**src/rtl/sram_rr_arbiter.sv**
```systemverilog
// Round-robin arbiter sharing one single-port SRAM (1-cycle read latency) between NREQ requesters.
// Grants are combinational with bounded burst lock; read responses are tagged back to their issuer.
module sram_rr_arbiter #(
  parameter int unsigned NREQ      = 2,
  parameter int unsigned WIDTH     = 32,
  parameter int unsigned DEPTH     = 32,
  parameter int unsigned MAX_BURST = 4
) (
  input  logic                          clk,
  input  logic                          rst,
  input  logic [NREQ-1:0]               req,
  input  logic [NREQ-1:0]               req_wen,
  input  logic [NREQ*$clog2(DEPTH)-1:0] req_addr,
  input  logic [NREQ*WIDTH-1:0]         req_wdata,
  output logic [NREQ-1:0]               gnt,
  output logic [NREQ-1:0]               rvalid,
  output logic [WIDTH-1:0]              rdata,
  output logic [$clog2(DEPTH)-1:0]      sram_addr,
  output logic                          sram_ren,
  output logic                          sram_wen,
  output logic [WIDTH-1:0]              sram_d,
  input  logic [WIDTH-1:0]              sram_q
);

  localparam int unsigned AW = $clog2(DEPTH);
  localparam int unsigned IW = (NREQ > 1) ? $clog2(NREQ) : 1;
  localparam int unsigned CW = $clog2(MAX_BURST + 1);

  typedef enum logic {IDLE, BURST} state_t;

  state_t          state;
  logic [IW-1:0]   prio;
  logic [IW-1:0]   owner;
  logic [CW-1:0]   burst_cnt;
  logic [NREQ-1:0] rd_pend;

  logic            keep;
  logic            any_gnt;
  logic            found;
  logic [IW-1:0]   start;
  logic [IW-1:0]   winner;
  logic [IW:0]     offs;
  logic [IW:0]     sum;
  logic [2*NREQ-1:0] dbl;
  logic [NREQ-1:0] rot;

  function automatic logic [IW-1:0] inc_idx(input logic [IW-1:0] v);
    return (v == IW'(NREQ - 1)) ? '0 : v + IW'(1);
  endfunction

  // Arbitration: owner keeps the port while requesting and under the burst limit,
  // otherwise search from owner+1 (in a burst) or prio (idle), so handover has no bubble.
  always_comb begin
    keep    = 1'b0;
    start   = prio;
    found   = 1'b0;
    offs    = '0;
    winner  = '0;
    any_gnt = 1'b0;
    gnt     = '0;
    if (state == BURST) begin
      keep  = req[owner] && (burst_cnt < CW'(MAX_BURST));
      start = inc_idx(owner);
    end
    dbl = {req, req} >> start;
    rot = dbl[NREQ-1:0];
    for (int k = NREQ - 1; k >= 0; k--) begin
      if (rot[k]) begin
        found = 1'b1;
        offs  = (IW+1)'(k);
      end
    end
    sum = {1'b0, start} + offs;
    if (sum >= (IW+1)'(NREQ)) sum = sum - (IW+1)'(NREQ);
    if (keep) begin
      winner  = owner;
      any_gnt = 1'b1;
    end else begin
      winner  = sum[IW-1:0];
      any_gnt = found;
    end
    if (any_gnt && !rst) gnt = NREQ'(1) << winner;
  end

  // SRAM port mux driven by the one-hot grant
  always_comb begin
    sram_addr = '0;
    sram_d    = '0;
    sram_wen  = 1'b0;
    sram_ren  = 1'b0;
    for (int i = 0; i < NREQ; i++) begin
      if (gnt[i]) begin
        sram_addr = req_addr[i*AW +: AW];
        sram_d    = req_wdata[i*WIDTH +: WIDTH];
        sram_wen  = req_wen[i];
        sram_ren  = !req_wen[i];
      end
    end
  end

  always_ff @(posedge clk) begin
    if (rst) begin
      state     <= IDLE;
      prio      <= '0;
      owner     <= '0;
      burst_cnt <= '0;
      rd_pend   <= '0;
    end else begin
      rd_pend <= gnt & ~req_wen;
      if (state == BURST && !keep) prio <= inc_idx(owner);
      if (!any_gnt) begin
        state     <= IDLE;
        burst_cnt <= '0;
      end else if (keep) begin
        burst_cnt <= burst_cnt + CW'(1);
      end else begin
        state     <= BURST;
        owner     <= winner;
        burst_cnt <= CW'(1);
      end
    end
  end

  // A read issued just before reset must not surface a response while reset is held
  assign rvalid = rst ? '0 : rd_pend;
  assign rdata  = sram_q;

endmodule

```
**config.mk**
```make
export PLATFORM = sky130hd
export DESIGN_NAME = sram_rr_arbiter
export DESIGN_NICKNAME = d
export VERILOG_FILES = /design/src/rtl/sram_rr_arbiter.sv
export SDC_FILE = /design/constraint.sdc
export NUM_CORES = 1
export LEC_CHECK = 0
export BUFFER_PORTS_ARGS = -buffer_cell sky130_fd_sc_hd__clkbuf_2
export CAP_MARGIN = 10
export CORE_AREA = 8 8 79 81
export DETAILED_ROUTE_END_ITERATION = 16
export DIE_AREA = 0 0 87 89
export GPL_TIMING_DRIVEN = 0
export PLACE_DENSITY = 0.85
export SLEW_MARGIN = 10
export SYNTH_ARGS = -nofsm -noshare
export SYNTH_HDL_FRONTEND = slang
export SYNTH_SLANG_ARGS = --single-unit
export TNS_END_PERCENT = 1
```
**constraint.sdc**
```tcl
create_clock -name clk -period 1.6 [get_ports clk]
set_input_delay 0 -clock clk [delete_from_list [all_inputs] [get_ports clk]]
set_output_delay 0 -clock clk [all_outputs]
set_load 0.01 [all_outputs]
```
==> results of run 1 <==
-- cell usage after synthesis --
| master | instances |
|---|---|
| nor3b_1 | 1 |
| nand3_2 | 10 |
| nor2_1 | 5 |
| nand2_1 | 2 |
| ha_1 | 1 |
| and2_1 | 1 |
| nand3_1 | 29 |
| nand2b_1 | 2 |
| dfxtp_1 | 8 |
| inv_1 | 5 |
| o21ai_0 | 1 |
| nor2b_1 | 4 |
| or2_1 | 1 |
| a21oi_1 | 30 |
| o221a_2 | 1 |
| clkbuf_2 | 2 |
| a21oi_2 | 11 |
| a211oi_1 | 2 |
| nor2b_2 | 1 |
| and3_1 | 1 |
| a21o_1 | 1 |
| buf_4 | 36 |
| o221ai_2 | 1 |
| a31oi_1 | 1 |
| buf_6 | 4 |
| mux2_2 | 1 |
| clkbuf_1 | 4 |
| o21ai_1 | 28 |
| o21ai_2 | 10 |
| xnor2_1 | 1 |
| nor3_1 | 3 |
| buf_2 | 7 |
-- metal layers --
metal	vias up	share of wire	GRT usage
met5	-	0	0
met4	0	0.0094	0.0329
met3	7	0.11	0.0653
met2	118	0.54	0.325
met1	1002	0.34	0.162
li1	1082	-	-
-- area by class of cell --
type | instances | area (sq um) | share of cell area
multi-input combinational | 149 | 1040 | 0.376
inverter | 5 | 18.8 | 0.00678
tap | 70 | 87.6 | 0.0316
sequential | 8 | 170 | 0.0615
buffer | 53 | 442 | 0.160
clock buffer | 3 | 41.3 | 0.0149
timing repair buffer | 171 | 967 | 0.349
-- cells by family (layout without fill, tap and decap cells) --
family	count (synthesis)	count (layout)
adder cells (fa/ha/maj)	1	1
multiplexers	1	1
buffers and inverters	58	232
XOR/XNOR	1	1
flip-flops	8	8
AND/OR/NAND/NOR	60	60
AO/OA/AOI/OAI	86	86
-- report_power, final --
part,internal (mW),switching (mW),leakage [nW]
logic,0.461,0.445,1.37
clock network,0.163,0.0760,0.0216
registers,0.211,0.0112,0.0678
total,0.834,0.532,1.45
-- worst max-delay path: cells and delay by family, from the launching register on --
kind	cells	cell delay [ns]
AOI/OAI and AO/OA	3	0.46
buffers and inverters	3	0.45
DFF	1	0.35
and+or+nand+nor	1	0.17
-- flip-flops by register name, summed over array words and instances, names as in the netlist --
name,count
burst_cnt,3
state,1
owner,1
prio,1
rd_pend,2
-- metrics by stage --
step / worst slack (ns) / hold WS (ns) / utilization
floorplan: 0.335 / 0.0464 / -
global placement: 0.0727 / 0.184 / 0.470
detailed placement: 0.0321 / 0.192 / 0.470
CTS: -0.0175 / 0.0291 / 0.542
global route: -0.110 / 0.0386 / 0.556
finish: -0.0480 / 0.0275 / 0.556
-- final timing paths --
check | startpoint | end | slack [ns] | cells past startpoint
worst min register to register | burst_cnt[0]$_SDFF_PP0_ | burst_cnt[0]$_SDFF_PP0_ | 0.44 | 1
worst max register to register | burst_cnt[2]$_SDFF_PP0_ | rd_pend[0]$_SDFF_PP0_ | 0.22 | 6
worst max-delay path | burst_cnt[2]$_SDFF_PP0_ | sram_d[31] | -0.05 | 7
worst min-delay path | rst | owner$_SDFFE_PP0P_ | 0.03 | 2
-- timing repair --
item | CTS | global route
endpoints found under the setup margin | 40 | 40
hold buffers | 2 | 0
gates resized for setup | 37 | 26
pin swaps | 22 | 4
endpoints found under the hold margin | 2 | 0
setup buffers | 10 | 3
gates cloned | 2 | 0
-- placed cells by master (no fill, tap or decap), drive strengths merged --
cell,n
o221a,1
dlygate4sd3,2
a21oi,41
buf,68
a31oi,1
o21ai,39
o221ai,1
nor3,3
and3,1
dfxtp,8
nand2b,2
nor3b,1
ha,1
and2,1
or2,1
inv,5
nor2b,5
bufbuf,1
nand3,39
mux2,1
nand2,2
nor2,5
a21o,1
clkbuf,156
xnor2,1
a211oi,2
==> impl_metrics.toml, run 1 <==
[outcome]
status = "complete, but fails checks"
violations = "setup timing"

[clocking]
htreeDepth = 1
clock_latency_ns = 0.23
clock_sinks = 8
cts_buffer_depth = 2
tritoncts = "built"
cts.clk_slew.worst_paths_ns = 0.04
clockRootBuffer = "clkbuf_8"
cts_buffers = 3

[setup_path]
cp_data_arrival_time_ns = 1.65
worst_setup_path_start_kind = "flop"
path_cells = "nor2b_4 -> o221a_4 -> buf_8 -> buf_4 -> o21ai_2 -> a21oi_1 -> clkbuf_2"
crit_fanout = 5
crit_required_ns = 1.60
cp-end-kind = "output pin"
slowest_delay_ns = 0.35
crit_type = "reg2out"
cpMaxStageDelayCell = "dfxtp_4"

[pwr]
ir_worst_vdd_mv = 0.385
power_density_mw_per_mm2 = 493
leakage_nw = 1.45
power_mw = 1.37

[cells_and_area]
final_cell_count_no_fill = 459
design_area_sq_mm = 0.00277
drive_gt1_frac = 0.704
fillCellCount = 485
synthToLayoutAreaGrowth_pct = 87.1
antennaDiodeCount = 0
nets = 504

[detailed_routing]
drcViolationCount = 0
routed_via_density = 4.81
drtIter0Drc = 35
drt_first_pass_iters = 4
routed_wl_mm = 7.14
wire_per_inst_um = 15.6
route.vias.total = 2209
ant_nets = 0

[sta]
fmax_ghz = 0.607
rsz0062_at_grt = "yes"
final.period_utilization = 1.03
slew_violations = 0
layout_setup_ws_ns = -0.0480
hold_viol_final = 0
slew_headroom = 0.630
tns_ns = -0.245
setup_viol = 15
worst_slew_pin_slew_ns = 0.555
finalCriticalPeriod_ns = 1.65
skew_ns = 0.00222

[die]
floorplan.die_area_sq_mm = 0.00774
initial_core_util = 0.297
coreArea_sq_mm = 0.00498
floorplan.rows = 26
die_x_um = 87
boundaryPins = 187
fp.dieH_um = 89

[synthesis]
synth_compound_area_frac = 0.361
synth_top_family_by_area = "compound AO/OA/AOI/OAI gates"
synth-warning-count = 0
postSynthCellCount = 215
synth_fa_ha_area_frac = 0.00845
synth_nets = 328
synth-xor-area-share = 0.00592
synth_top_area_cell = "buf_4"
synthesis.area_sq_mm = 0.00148
ys_types = 32
ys_seq_area_frac = 0.108
synth_top_area_share = 0.183
synth_area_per_cell_sq_um = 6.88
synth_seq_cells = 8
synth_area_leaders = "buf_4 18%, dfxtp_1 11%, a21oi_1 10%, nand3_1 9.8%, o21ai_1 9.5%"
synthSimpleGateAreaFrac = 0.243
muxShareOfSynthArea = 0.00761

[grt]
grtUsageTotal = 0.166
grt_overflow_total = 0
grt_max_degree = 11
grt_pass1_wl_mm = 10.4
grt_pass1_vias = 2287
antenna_found_initial = 0

[run]
drv_cap = 0

[placed_design]
dp_hpwl_mm = 5.62
place_area_sq_mm = 0.00234
dpl.cell_count = 439
portBuffers = 154
gp_congestion = 0.807

[min_path]
min_path_type = "in2reg"
No activity file was read; power rests on OpenSTA's default activity.
==> run 2, diff against run 1 <==
--- a/config.mk
+++ b/config.mk
@@ -5,13 +5,16 @@
 export SDC_FILE = /design/constraint.sdc
 export NUM_CORES = 1
 export LEC_CHECK = 0
+export ABC_AREA = 1
 export BUFFER_PORTS_ARGS = -buffer_cell sky130_fd_sc_hd__clkbuf_2
 export CAP_MARGIN = 10
-export CORE_AREA = 8 8 79 81
+export CORE_AREA = 8 8 75 77
+export CTS_CLUSTER_DIAMETER = 40
 export DETAILED_ROUTE_END_ITERATION = 16
-export DIE_AREA = 0 0 87 89
+export DIE_AREA = 0 0 83 85
 export GPL_TIMING_DRIVEN = 0
-export PLACE_DENSITY = 0.85
+export PLACE_DENSITY = 0.88
+export RECOVER_POWER = 25
 export SLEW_MARGIN = 10
 export SYNTH_ARGS = -nofsm -noshare
 export SYNTH_HDL_FRONTEND = slang
==> run 2 against run 1 <==
The flow now finishes without violations. Cell count is 2.6% lower. Sequential share of layout area is 0.82 points higher. Combinational power fell by 9.5%. Design area is 14% lower. Sequential power hardly changed. Area after synthesis decreased by 11%. Routed wire length down 12%. Maximum frequency grew 4.8%. Clock skew barely moved. Critical path type unchanged. Largest cell class unchanged.
==> impl_metrics.toml, run 2 <==
[die]
coreArea_sq_mm = 0.00454
fp.dieH_um = 85
initial_core_util = 0.290
die_x_um = 83
floorplan.rows = 25
boundaryPins = 187
floorplan.die_area_sq_mm = 0.00706

[synthesis]
synth_most_common_cell = "nand2_1"
synthesis.area_sq_mm = 0.00131
ys_types = 18
synth_nets = 341
synth_area_leaders = "nand4_1 20%, buf_4 19%, nand2_1 17%, nand3_1 15%, dfxtp_1 12%"
synth_edf_count = 0
synth_area_per_cell_sq_um = 5.76
ys_seq_area_frac = 0.122
postSynthCellCount = 228
synth_common_cells = "58 x nand2_1, 41 x nand4_1, 40 x nand3_1, 33 x buf_4, 14 x inv_1"
synth_seq_cells = 8
synth_top_area_cell = "nand4_1"
synth-async-reset-ratio = 0
synth-warning-count = 0
synth_top_area_share = 0.195
synth_ff_type = "dfxtp_1"

[sta]
layout_setup_ws_ns = 0.0274
slew_headroom = 0.718
holdWs_ns = 0.0113
fmax_ghz = 0.636
hold_viol_final = 0
setup_viol = 0
slew_violations = 0
final.period_utilization = 0.983
rsz0062_at_grt = "yes"
skew_ns = 0.00251
finalCriticalPeriod_ns = 1.57
worst_slew_pin_slew_ns = 0.424

[grt]
antenna_found_initial = 0
grt_overflow_total = 0
grt_max_degree = 11
grtUsageTotal = 0.158
grt_pass1_vias = 2071
grt_pass1_wl_mm = 9.72

[clocking]
clock_sinks = 8
tritoncts = "built"
cts_buffer_depth = 2
clock_latency_ns = 0.23
cts.clk_slew.worst_paths_ns = 0.04
cts_buffers = 3
htreeDepth = 1
cts_hold_buf = 0
clockRootBuffer = "clkbuf_8"

[detailed_routing]
routed_via_density = 4.79
drt_first_pass_iters = 4
drcViolationCount = 0
drtIter0Drc = 85
route.vias.total = 2139
ant_nets = 0
routed_wl_mm = 6.25
wire_per_inst_um = 14.0

[cells_and_area]
fillCellCount = 451
drive_gt1_frac = 0.534
antennaDiodeCount = 0
top_regs = "burst_cnt x3, rd_pend x2"
design_area_sq_mm = 0.00237
top_register = "burst_cnt"
nets = 508
mostFrequentLayoutCells = "126 x clkbuf_2, 55 x nand2_1, 41 x nand4_1"
largest_register_ffs = 3
synthToLayoutAreaGrowth_pct = 80.6
final_cell_count_no_fill = 447
mostFrequentLayoutCell = "clkbuf_2"
utilization = 0.523

[placed_design]
dpl.cell_count = 436
pre_cts_ws_ns = 0.0550
place_area_sq_mm = 0.00215
gp_congestion = 0.794
portBuffers = 154
dp_hpwl_mm = 5.23

[pwr]
ir_worst_vdd_mv = 0.188
clockPowerShare = 0.183
p_seq_frac = 0.175
leakage_nw = 1.49
power_density_mw_per_mm2 = 538
pwr-share-comb = 0.642
p_int_uw = 774
swShare = 0.393
switchingPower_uw = 501

[setup_path]
crit_fanout = 10
reg2regPathDepth = 9
cp-end-kind = "output pin"
cpMaxStageDelayCell = "dfxtp_2"
crit_required_ns = 1.60
worst_setup_path_start_kind = "flop"
r2r_slack_ns = 0.31
path_cells = "inv_2 -> nand2_2 -> nand2_2 -> nand3_4 -> nand3_4 -> buf_2 -> nand4_1 -> nand2_1 -> clkbuf_2"
crit_type = "reg2out"
cp_data_arrival_time_ns = 1.57
crit_family = "simple AND/OR/NAND/NOR gates"
slowest_delay_ns = 0.33
r2r_start = "owner$_SDFFE_PP0P_"
r2r-end = "rd_pend[0]$_SDFF_PP0_"
cp_num_buf_inv = 3

[min_path]
hold_start = "rst"
min_to = "prio$_SDFFE_PP0P_"
whs_path_depth = 2
min_path_type = "in2reg"

[run]
drv_cap = 0

[outcome]
status = "finished clean"
==> run 2: cell count changes in the layout (fill, tap and decap cells not counted), sizes merged, moves of 3 or more <==
cell	delta
nand2	+56
nand3	+3
buf	+3
nor2b	-5
clkbuf	-10
inv	+11
o21ai	-38
a21oi	-39
nand4	+41
nor3	-3
==> run 2: area by class of cell <==
| type | instances | area, sq um | share of cell area |
|---|---|---|---|
| Inverter | 16 | 60.1 | 0.0253 |
| Timing Repair Buffer | 162 | 846 | 0.357 |
| Multi-Input combinational cell | 152 | 797 | 0.336 |
| Tap cell | 54 | 67.6 | 0.0285 |
| Sequential cell | 8 | 165 | 0.0696 |
| Clock buffer | 3 | 41.3 | 0.0174 |
| Buffer | 52 | 395 | 0.167 |
==> run 2: worst max-delay path by stage <==
| stage | from | to | slack [ns] | depth (start not counted) |
|---|---|---|---|---|
| CTS | state$_SDFFE_PP0P_ | sram_d[27] | 0.003 | 9 |
| global placement | state$_SDFFE_PP0P_ | sram_d[18] | 0.08 | 6 |
| global route | owner$_SDFFE_PP0P_ | sram_d[11] | -0.06 | 9 |
| finish | owner$_SDFFE_PP0P_ | sram_d[9] | 0.03 | 9 |
| detailed placement | owner$_SDFFE_PP0P_ | sram_d[18] | 0.06 | 10 |
| floorplan | owner$_SDFFE_PP0P_ | sram_d[27] | 0.45 | 9 |
==> run 2: cell families (layout without fill, tap and decap cells) <==
group	after synthesis	after routing	synth area share
DFF	8	8	0.122
AOI/OAI and AO/OA	3	3	0.0114
xor gates and xnor gates	1	1	0.00667
buffers and inverters	68	233	0.303
adders and majority gates	1	1	0.00952
and+or+nand+nor	147	147	0.548
==> run 2: worst reg2reg max path: stages (launching register included) <==
cell	delay [ns]
dfxtp_2	0.35
inv_2	0.06
nand2_2	0.06
nand2_2	0.07
nand3_4	0.08
nand3_4	0.15
buf_8	0.18
buf_12	0.12
nand4_1	0.08
inv_1	0.04
==> run 2: power by group through the flow <==
stage	registers (mW)	logic, mW	clock network (mW)
6_report	0.223	0.819	0.234
5_1_grt	0.224	0.896	0.249
4_1_cts	0.223	0.740	0.243
3_5_place_dp	0.225	0.712	0
3_3_place_gp	0.224	0.701	0
2_1_floorplan	0.223	0.403	0
==> run 2: metrics by stage <==
stage / power (mW) / setup TNS [ns]
2_1_floorplan: 0.626 / 0
3_3_place_gp: 0.925 / 0
3_5_place_dp: 0.937 / 0
4_1_cts: 1.21 / 0
5_1_grt: 1.37 / -1.41
6_report: 1.28 / 0
==> run 2: routing by layer <==
layer / GRT usage / vias to the layer above / part of all wire
met3: 0.0613 / 12 / 0.086
met4: 0.0447 / 0 / 0.017
met2: 0.286 / 104 / 0.52
met1: 0.165 / 943 / 0.38
met5: 0 / - / 0
li1: - / 1080 / -
==> run 2: what timing repair did <==
| item | in CTS | in global routing |
|---|---|---|
| setup endpoints to repair | 40 | 41 |
| gates cloned | 0 | 2 |
| hold endpoints to repair | 0 | 0 |
| resized for setup | 12 | 47 |
| buffers inserted | 2 | 4 |
| pin swaps | 1 | 7 |
==> run 3, diff against run 2 <==
--- a/config.mk
+++ b/config.mk
@@ -5,15 +5,14 @@
 export SDC_FILE = /design/constraint.sdc
 export NUM_CORES = 1
 export LEC_CHECK = 0
-export ABC_AREA = 1
 export BUFFER_PORTS_ARGS = -buffer_cell sky130_fd_sc_hd__clkbuf_2
 export CAP_MARGIN = 10
-export CORE_AREA = 8 8 75 77
+export CORE_AREA = 2 2 73 75
 export CTS_CLUSTER_DIAMETER = 40
 export DETAILED_ROUTE_END_ITERATION = 16
-export DIE_AREA = 0 0 83 85
+export DIE_AREA = 0 0 75 77
 export GPL_TIMING_DRIVEN = 0
-export PLACE_DENSITY = 0.88
+export PLACE_DENSITY = 0.85
 export RECOVER_POWER = 25
 export SLEW_MARGIN = 10
 export SYNTH_ARGS = -nofsm -noshare
==> run 3 against run 2 <==
The flow now finishes with violations (setup timing). Non-clock buffer count up 3. Maximum frequency is 5.8% lower. Flip-flop and latch count unchanged.
==> impl_metrics.toml, run 3 (same netlist as run 1, synthesis figures left out) <==
[outcome]
status = "complete, but fails checks"
violations = "setup timing"

[cells_and_area]
design_area_sq_mm = 0.00269
largest_register_ffs = 3
utilization = 0.539
synthToLayoutAreaGrowth_pct = 81.4
nets = 497
multiInputGateArea_sq_mm = 0.00104
mostFrequentLayoutCells = "131 x clkbuf_2, 40 x buf_4, 25 x nand3_1, 25 x a21oi_1, 23 x o21ai_1"
antennaDiodeCount = 0
top_regs = "burst_cnt x3, rd_pend x2"
drive_gt1_frac = 0.683
mostFrequentLayoutCell = "clkbuf_2"
fillCellCount = 483
top_register = "burst_cnt"
ff_latch_area_sq_um = 171

[grt]
grt_pass1_wl_mm = 8.69
antenna_found_initial = 0
grt_overflow_total = 0
grt_pass1_vias = 2010
grt_max_degree = 11
grtUsageTotal = 0.188

[detailed_routing]
drt_first_pass_iters = 4
drcViolationCount = 0
ant_nets = 0
routed_via_density = 4.81
routed_wl_mm = 6.07
route.vias.total = 2176
drtIter0Drc = 61
wire_per_inst_um = 13.4

[setup_path]
r2r_slack_ns = 0.20
r2r-end = "rd_pend[0]$_SDFF_PP0_"
cpMaxStageDelayCell = "dfxtp_4"
cp-end-kind = "output pin"
slowest_delay_ns = 0.35
path_cells = "nand2b_4 -> o221a_4 -> bufbuf_16 -> o21ai_2 -> a21oi_2 -> buf_2"
reg2regPathDepth = 6
crit_required_ns = 1.60
crit_type = "reg2out"
crit_start = "owner$_SDFFE_PP0P_"
endpoint = "sram_d[1]"
worst_setup_path_start_kind = "flop"
cp_data_arrival_time_ns = 1.67
crit_fanout = 5
r2r_start = "burst_cnt[2]$_SDFF_PP0_"

[sta]
layout_setup_ws_ns = -0.0698
skew_ns = 0.000544
fmax_ghz = 0.599
final.period_utilization = 1.04
finalCriticalPeriod_ns = 1.67
setup_viol = 19
slew_headroom = 0.580
hold_viol_final = 0
slew_violations = 0
worst_slew_pin_slew_ns = 0.631
rsz0062_at_grt = "yes"

[clocking]
cts_buffer_depth = 2
clock_sinks = 8
htreeDepth = 1
cts_buffers = 3
cts.clk_slew.worst_paths_ns = 0.04
clockRootBuffer = "clkbuf_8"
clock_latency_ns = 0.23
tritoncts = "built"

[min_path]
min_path_type = "in2reg"

[run]
drv_cap = 0

[die]
boundaryPins = 187
die_x_um = 75
fp.dieH_um = 77
floorplan.die_area_sq_mm = 0.00578
coreArea_sq_mm = 0.00498
floorplan.rows = 26
initial_core_util = 0.297

[placed_design]
dp_hpwl_mm = 4.49
portBuffers = 154
place_area_sq_mm = 0.00234
gp_congestion = 0.767

[pwr]
power_density_mw_per_mm2 = 493
power_mw = 1.32
ir_worst_vdd_mv = 0.438
leakage_nw = 1.39
-- run 3: how the worst min path moves through the flow --
stage,depth (start not counted),startpoint,endpoint
6_report,2,rst,owner$_SDFFE_PP0P_
3_5_place_dp,2,sram_q[14],rdata[14]
5_1_grt,2,rst,burst_cnt[2]$_SDFF_PP0_
3_3_place_gp,2,req_wen[1],rd_pend[1]$_SDFF_PP0_
2_1_floorplan,1,rst,rvalid[0]
4_1_cts,2,rst,owner$_SDFFE_PP0P_
-- run 3: layer usage --
metal	vias to the layer above	share of wire	global-route usage
met5	-	0	0
met4	0	0.016	0.0571
met3	12	0.077	0.0302
met2	132	0.54	0.369
met1	962	0.37	0.193
li1	1070	-	-
-- run 3: worst max-delay path: cells and delay by family, from the launching register on --
family / cells / cell delay, ns
AOI/OAI and AO/OA: 3 / 0.49
buffers and inverters: 2 / 0.45
DFF: 1 / 0.35
and+or+nand+nor: 1 / 0.16
-- run 3: timing repair --
action	4_1_cts	5_1_grt
resized for setup	31	32
setup endpoints to repair	40	41
setup buffers	2	4
hold endpoints to repair	2	0
pin swaps	20	19
hold buffers	2	0
cloned	2	0
-- run 3: final cells by class --
| cell class | count | area share |
|---|---|---|
| Timing Repair Buffer | 164 | 0.335 |
| Clock buffer | 3 | 0.0154 |
| Tap cell | 70 | 0.0326 |
| Inverter | 5 | 0.00699 |
| Buffer | 53 | 0.158 |
| Multi-Input combinational cell | 149 | 0.388 |
| Sequential cell | 8 | 0.0638 |
-- run 3: stage by stage --
stage,hold WS (ns),TNS (ns),instances,setup slack (ns)
after global placement,0.188,0,439,0.0919
after global routing,0.0398,-3.41,452,-0.137
after detailed placement,0.188,0,439,0.0448
after CTS,0.0249,-0.626,448,-0.0477
after floorplan,0.0464,0,215,0.335
final,0.0311,-0.727,452,-0.0698
-- run 3: power breakdown --
group | switching [mW] | total (mW) | internal [mW]
logic | 0.434 | 0.864 | 0.430
clock network | 0.0757 | 0.238 | 0.163
registers | 0.0109 | 0.221 | 0.210
